File: config.mk
export PLATFORM = sky130hd
export DESIGN_NAME = data_mem_responder
export DESIGN_NICKNAME = d
export VERILOG_FILES = /design/src/rtl/data_mem_responder.sv
export SDC_FILE = /design/constraint.sdc
export NUM_CORES = 2
export LEC_CHECK = 0
export CAP_MARGIN = 20
export CORE_UTILIZATION = 30
export CTS_CLUSTER_DIAMETER = 100
export CTS_CLUSTER_SIZE = 8
export DETAILED_ROUTE_END_ITERATION = 10
export PLACE_DENSITY = 0.5
export SLEW_MARGIN = 20
export SYNTH_ARGS = -nofsm -noshare
export SYNTH_HDL_FRONTEND = slang
export SYNTH_SLANG_ARGS = --single-unit
File: constraint.sdc
create_clock -name clk -period 4.3 [get_ports clk]
set_input_delay 0.645 -clock clk [delete_from_list [all_inputs] [get_ports clk]]
set_output_delay 0.645 -clock clk [all_outputs]
set_load 0.03 [all_outputs]
File: src/rtl/data_mem_responder.sv
// -----------------------------------------------------------------------------
// data_mem_responder
//
// Single-port data memory that behaves like a slow processor-side memory.
// A request is accepted in IDLE, held for a fixed LATENCY, then answered with
// a one-cycle ready pulse carrying read data or a fault flag.
//
// Parameters
//   DEPTH    number of 32-bit words stored
//   LATENCY  edges from acceptance to the edge that raises ready (1..15)
//
// Ports
//   clk     in   1   rising-edge clock
//   reset   in   1   asynchronous, active-high reset
//   req     in   1   access request, sampled only in IDLE
//   we      in   1   1 = write, 0 = read; sampled with req
//   addr    in   32  byte address; word index = addr[31:2]
//   wdata   in   32  store data; sampled with req
//   ready   out  1   one-cycle response pulse
//   rdata   out  32  read data, valid while ready = 1, otherwise 0
//   err     out  1   access fault, valid while ready = 1, otherwise 0
// -----------------------------------------------------------------------------
module data_mem_responder #(
  parameter int DEPTH   = 64,
  parameter int LATENCY = 2
) (
  input  logic        clk,
  input  logic        reset,
  input  logic        req,
  input  logic        we,
  input  logic [31:0] addr,
  input  logic [31:0] wdata,
  output logic        ready,
  output logic [31:0] rdata,
  output logic        err
);

  // Index width; kept at least 1 so a single-word memory still elaborates.
  localparam int AW = (DEPTH > 1) ? $clog2(DEPTH) : 1;

  typedef enum logic [1:0] {
    IDLE = 2'd0,
    BUSY = 2'd1,
    RESP = 2'd2
  } state_t;

  state_t      r_state;
  logic [3:0]  r_cnt;
  logic        r_we;
  logic [31:0] r_addr;
  logic [31:0] r_wdata;
  logic        r_ready;
  logic [31:0] r_rdata;
  logic        r_err;

  logic [31:0] r_mem [DEPTH];

  logic          w_fault;
  logic          w_done;
  logic          w_mem_we;
  logic [AW-1:0] w_idx;

  // Fault on a misaligned address or a word index past the end of the array.
  // The index is widened to 32 bits so the range compare is not truncated.
  assign w_fault  = (r_addr[1:0] != 2'b00) ||
                    ({2'b00, r_addr[31:2]} >= 32'(DEPTH));
  assign w_idx    = r_addr[AW+1:2];

  // Last BUSY cycle: the coming edge moves to RESP and commits the access.
  assign w_done   = (r_state == BUSY) && (r_cnt == 4'd0);

  // Reset forces IDLE asynchronously, so an access interrupted in BUSY can
  // never raise this strobe and its write is dropped.
  assign w_mem_we = w_done && r_we && !w_fault;

  // NOTE: the storage array has no reset branch; contents are undefined until
  // written and must survive a reset, and leaving it out lets it map to RAM.
  always_ff @(posedge clk) begin
    if (w_mem_we) begin
      r_mem[w_idx] <= r_wdata;
    end
  end

  // NOTE: all sequential state uses non-blocking assignments so every
  // register samples values from before the edge, independent of order.
  always_ff @(posedge clk or posedge reset) begin
    if (reset) begin
      r_state <= IDLE;
      r_cnt   <= 4'd0;
      r_we    <= 1'b0;
      r_addr  <= 32'd0;
      r_wdata <= 32'd0;
      r_ready <= 1'b0;
      r_rdata <= 32'd0;
      r_err   <= 1'b0;
    end else begin
      case (r_state)
        IDLE: begin
          r_ready <= 1'b0;
          r_rdata <= 32'd0;
          r_err   <= 1'b0;
          if (req) begin
            r_we    <= we;
            r_addr  <= addr;
            r_wdata <= wdata;
            r_cnt   <= 4'(LATENCY - 1);
            r_state <= BUSY;
          end
        end

        BUSY: begin
          if (r_cnt == 4'd0) begin
            r_state <= RESP;
            r_ready <= 1'b1;
            r_err   <= w_fault;
            // Only a clean read returns data; writes and faults return 0.
            if (!w_fault && !r_we) begin
              r_rdata <= r_mem[w_idx];
            end else begin
              r_rdata <= 32'd0;
            end
          end else begin
            r_cnt <= r_cnt - 4'd1;
          end
        end

        RESP: begin
          r_ready <= 1'b0;
          r_rdata <= 32'd0;
          r_err   <= 1'b0;
          r_state <= IDLE;
        end

        default: begin
          r_ready <= 1'b0;
          r_rdata <= 32'd0;
          r_err   <= 1'b0;
          r_state <= IDLE;
        end
      endcase
    end
  end

  assign ready = r_ready;
  assign rdata = r_rdata;
  assign err   = r_err;

endmodule

After elaboration in Yosys (flattened, before gate mapping)
Memory sizes are Yosys's and may differ from the RTL's.
Cells that the tools add are included.
{"block": "word_totals", "ram_bits": 2048, "regBits": 105, "memories": 1, "output_inout_bits": 34}
{"memory": "r_mem", "words": 64, "width": 32, "rd": 1, "rd_clocked_by_memory_dff": 0, "wr": 1, "line": "56", "text": "logic [31:0] r_mem [DEPTH];"}
{"block": "op_classes", "addsub": 1, "reduce_logical": 14, "muxes": 15, "magnitude_cmp": 1, "eq_ne": 4}
{"cell": "$mux 32", "count": 3}
{"cell": "$ge 30x7->1 const B", "count": 1}
{"cell": "$mux 4", "count": 2}
{"cell": "$pmux 4 s2", "count": 1}
{"cell": "$mux 1", "count": 6}
{"cell": "$logic_and 1x1->1", "count": 4}
{"cell": "$logic_not 4->1", "count": 1}
{"cell": "$mux 2", "count": 2}
{"cell": "$ne 2x2->1 const B", "count": 2}
{"cell": "$pmux 2 s2", "count": 1}
{"cell": "$reduce_and 2->1", "count": 2}
{"cell": "$reduce_bool 2->1", "count": 2}
{"cell": "$sub 4x1->4 const B", "count": 1}
{"cell": "$reduce_and 3->1", "count": 1}
{"cell": "$eq 2x1->1 const B", "count": 1}
{"cell": "$logic_not 1->1", "count": 2}
{"cell": "$logic_not 2->1", "count": 1}
{"cell": "$ne 2x1->1 const B", "count": 1}
{"cell": "$logic_or 1x1->1", "count": 1}

Longest topological paths before layout
{"block": "logic_depth", "word_depth": 7, "ltp_mapped": 11, "ltp_nobuf": 8}

Worst setup path after synthesis
OpenSTA, ideal clock, no wires.
{"block": "synth_timing", "path_kind": "register to register", "startpoint": "register r_addr[4]", "endpoint": "memory r_mem[15][0] (enable)", "stages_incl_launch_ff": 10, "path_buffers": 7, "arrival_ns": 3.207, "slack_ns": 0.672, "path_cell_list": "dfrtp_1 > buf_2 > buf_4 > buf_2 > buf_4 > buf_2 > buf_2 > buf_2 > nand3_1 > nor2_1"}
{"block": "synth_between", "elab_chain_len": 6}
{"element": "start: declaration", "line": "50", "text": "logic [31:0] r_addr;"}
{"element": "start signal: assignment", "line": "104", "text": "r_addr <= addr;"}
{"element": "$ge 30x7->1", "line": "66", "text": "({2'b00, r_addr[31:2]} >= 32'(DEPTH));"}
{"element": "$logic_or 1x1->1", "line": "65", "text": "assign w_fault = (r_addr[1:0] != 2'b00) ||"}
{"element": "$logic_not 1->1", "line": "74", "text": "assign w_mem_we = w_done && r_we && !w_fault;"}
{"element": "$logic_and 1x1->1", "line": "74"}
{"element": "$mux 1", "line": "79", "text": "if (w_mem_we) begin"}
{"element": "$mux 1 (implied by the code)", "line": "80", "text": "r_mem[w_idx] <= r_wdata;"}
{"element": "end: declaration", "line": "56"}
Several ways; a longest one is shown, not always the timed one.

Worst setup path in the final report
{"block": "layout_timing", "startpoint": "register r_addr[4]", "endpoint": "register r_rdata[26] (netlist: rdata[26])"}
{"block": "layout_between", "elab_chain_len": 7, "word_cells_on_any_way": 8}
{"element": "$ge 30x7->1", "line": "66"}
{"element": "$logic_or 1x1->1", "line": "65"}
{"element": "$logic_not 1->1", "line": "117", "text": "if (!w_fault && !r_we) begin"}
{"element": "$logic_and 1x1->1", "line": "117"}
{"element": "$mux 32 *", "line": "117"}
{"element": "$mux 32 *", "line": "112", "text": "if (r_cnt == 4'd0) begin"}
{"element": "$mux 32 *", "line": "97", "text": "case (r_state)"}
{"element": "end signal: assignment", "line": "118", "text": "r_rdata <= r_mem[w_idx];"}
{"element": "end: declaration", "line": "53", "text": "logic [31:0] r_rdata;"}
Mark *: on every way between the ends. The rest lies on a longest branch, timed or not. The select of a mux whose other input is x is not followed.
A chain may end at the register's enable or synchronous reset.

==> qor.yml <==
dieArea_mm2: 0.2764
ys_types: 76
rsz0062_at_grt: "false"
dpl_cell_area_mm2: 0.09046
cts_setup_buffers: 0
htreeDepth: 5
avgSynthCellArea_um2: 18.76
cts_resized: 0
yosys_warnings: 0
hpwl_um: 180400
final_cell_mix: "2,048 x edfxtp_1, 327 x clkbuf_16, 294 x buf_4"
numPortBuffers: 101
fmax_ghz: 0.2334
finClkSkew_ns: 0.06793
n_fill_cell: 25030
drive_gt1_share_pct: 24.54
cts_sinks: 2153
grt_pass1_wl_um: 403800
dr.first_iter.drc_count: 6496
wire_per_inst_um: 34.81
cts_buffers: 319
ir_worst_vdd_mv: 0.5956
drc: 0
ys_dominant_reg_cell: "edfxtp_1"
p_leak_uw: 0.03128
path_clk_slew_ns: 0.05
initial_utilization_pct: 30.29
syn_to_final_growth_pct: 20.49
place_congestion: 0.8621
syn-instance-count: 4388
grt_start_max_net_pins: 79
cap_violations: 0
io_pins: 102
final_nets: 4941
power.density_mw_per_mm2: 724.6
worst_slew_pin_slew_ns: 1.171
holdCritPathClass: "primary input to async pin"
first_global_vias: 46460
async_flop_share_pct: 4.877
worstSetupPathType: "register to register"
maxSlewHeadroom_pct: 21.93
vias: 47930
pre_cts_ws_ns: 0.4211
synth_seq_area_share_pct: 77.92
hold_violations: 0
synth-edff-count: 2048
cts_hold_buffers: 0
status: "completed"
syn_nets: 4458
crit_arrival_ns: 5.11
die_h_um: 525.8
gr-total-overflow: 0
worstPathMaxFanout: 31
rows: 191
cts_tree: "yes"
grtUsageTotal_pct: 21.14
die_w_um: 525.8
detail-route-antenna-nets: 0
viasPerCell: 5.588
setup.worst_path.end_class: "register"
firstDrtPassIters: 9
final_area_mm2: 0.09917
fin_ws_ns: 0.01630
ys_ff_latch: 2153
clockRootBuffer: "clkbuf_16"
setup_violations: 0
final_common_cell: "edfxtp_1"
antenna_found_initial: 25
clk_latency_ns: 0.94
wl_um: 298600
start_kind: "register"
core_area_mm2: 0.2717
period_share_pct: 99.62
cts_max_path_buffers: 4
drv_slew: 0
period_needed_ns: 4.284
hold_slack_ns: 0.2061
syn_area_mm2: 0.08230
tns_ns: 0
critPathRequiredTime_ns: 5.12
==> logic make-up (layout without fill, tap and decap cells) <==
logic type / count (synthesis) / count (layout) / synth area share (%)
buf+inv: 305 / 917 / 1.782
xor+xnor: 2 / 2 / 0.02129
other cells: 0 / 8 / 0
compound gates: 930 / 930 / 7.919
simple gates: 401 / 401 / 2.270
fa+ha+maj: 2 / 2 / 0.03040
flops: 2153 / 2153 / 77.92
mux: 595 / 595 / 10.06
==> layer usage <==
layer / share of wire [%] / routed length (µm) / track usage, %
met1: 41 / 122600 / 28.90
met2: 45 / 134700 / 32.16
met3: 10 / 31170 / 5.877
met4: 3.4 / 10120 / 7.261
met5: 0.0094 / 28 / 0
==> path summary, 6_finish.rpt <==
path	slack, ns	end	cells past startpoint	startpoint
min	0.21	r_wdata[10]$_DFFE_PP0P_	2	reset
max in group asynchronous	2.86	rdata[8]$_DFFE_PP0P_	3	reset
max reg2reg	0.02	rdata[26]$_DFFE_PP0P_	8	r_addr[4]$_DFFE_PP0P_
max	0.02	rdata[26]$_DFFE_PP0P_	8	r_addr[4]$_DFFE_PP0P_
min in group clk	0.33	r_wdata[19]$_DFFE_PP0P_	2	wdata[19]
min reg2reg	0.50	err$_DFFE_PP0P_	2	err$_DFFE_PP0P_
==> cell usage after synthesis (15+ instances only) <==
library cell	number	area share (%)
nand3_1	19	0.12
o22ai_1	269	2.0
buf_4	36	0.33
a22o_1	29	0.31
o22a_1	17	0.18
nand2_1	128	0.58
mux2i_1	194	2.4
o31ai_1	15	0.14
a22oi_1	51	0.47
mux2_2	238	3.3
nand2b_1	17	0.13
mux4_2	162	4.4
o21ai_0	107	0.65
clkbuf_1	110	0.50
edfxtp_1	2048	75
a221oi_1	23	0.24
a2bb2oi_1	20	0.21
dfrtp_1	105	3.2
nor2_1	135	0.62
buf_2	113	0.69
nor3_1	17	0.10
o221ai_1	159	1.7
buf_1	30	0.14
a21oi_1	111	0.67
a211oi_1	30	0.27
==> cell type report <==
type / count / area (µm²) / share of cell area (%)
sequential: 2153 / 64180 / 64.72
clock buffer: 445 / 8626 / 8.698
timing repair buffer: 457 / 4459 / 4.497
clock inverter: 5 / 61.31 / 0.06182
inverter: 10 / 48.80 / 0.04921
tap: 3570 / 4467 / 4.504
antenna: 8 / 20.02 / 0.02019
multi-input combinational: 1930 / 17300 / 17.45
==> power by group <==
group          internal (µW)  switching (µW)
Combinational           6540           15100
Clock                  13700            8640
Sequential             26400            1470
==> metrics by stage <==
stage,util (%),power [µW],cells
after CTS,36.49,71770,8570
after detailed placement,33.29,49450,8120
final,36.50,71860,8578
after global placement,33.29,49260,8120
after floorplan,-,38220,4388
after global routing,36.49,73490,8571
==> registers in the layout, indices dropped and copies added (netlist names) <==
signal	cells
err	1
r_addr	32
r_cnt	4
r_mem	2048
r_state	2
r_wdata	32
r_we	1
rdata	32
ready	1
==> worst max-delay path, stage by stage, from the launching register on <==
cell,delay (ns)
dfrtp_4,0.84
nand2b_2,0.51
buf_12,0.28
buf_4,0.22
o22ai_1,0.13
a211o_1,0.34
a211oi_1,0.97
o2111ai_1,0.54
o21ai_1,0.25
Power figures use the tool's default switching activity.
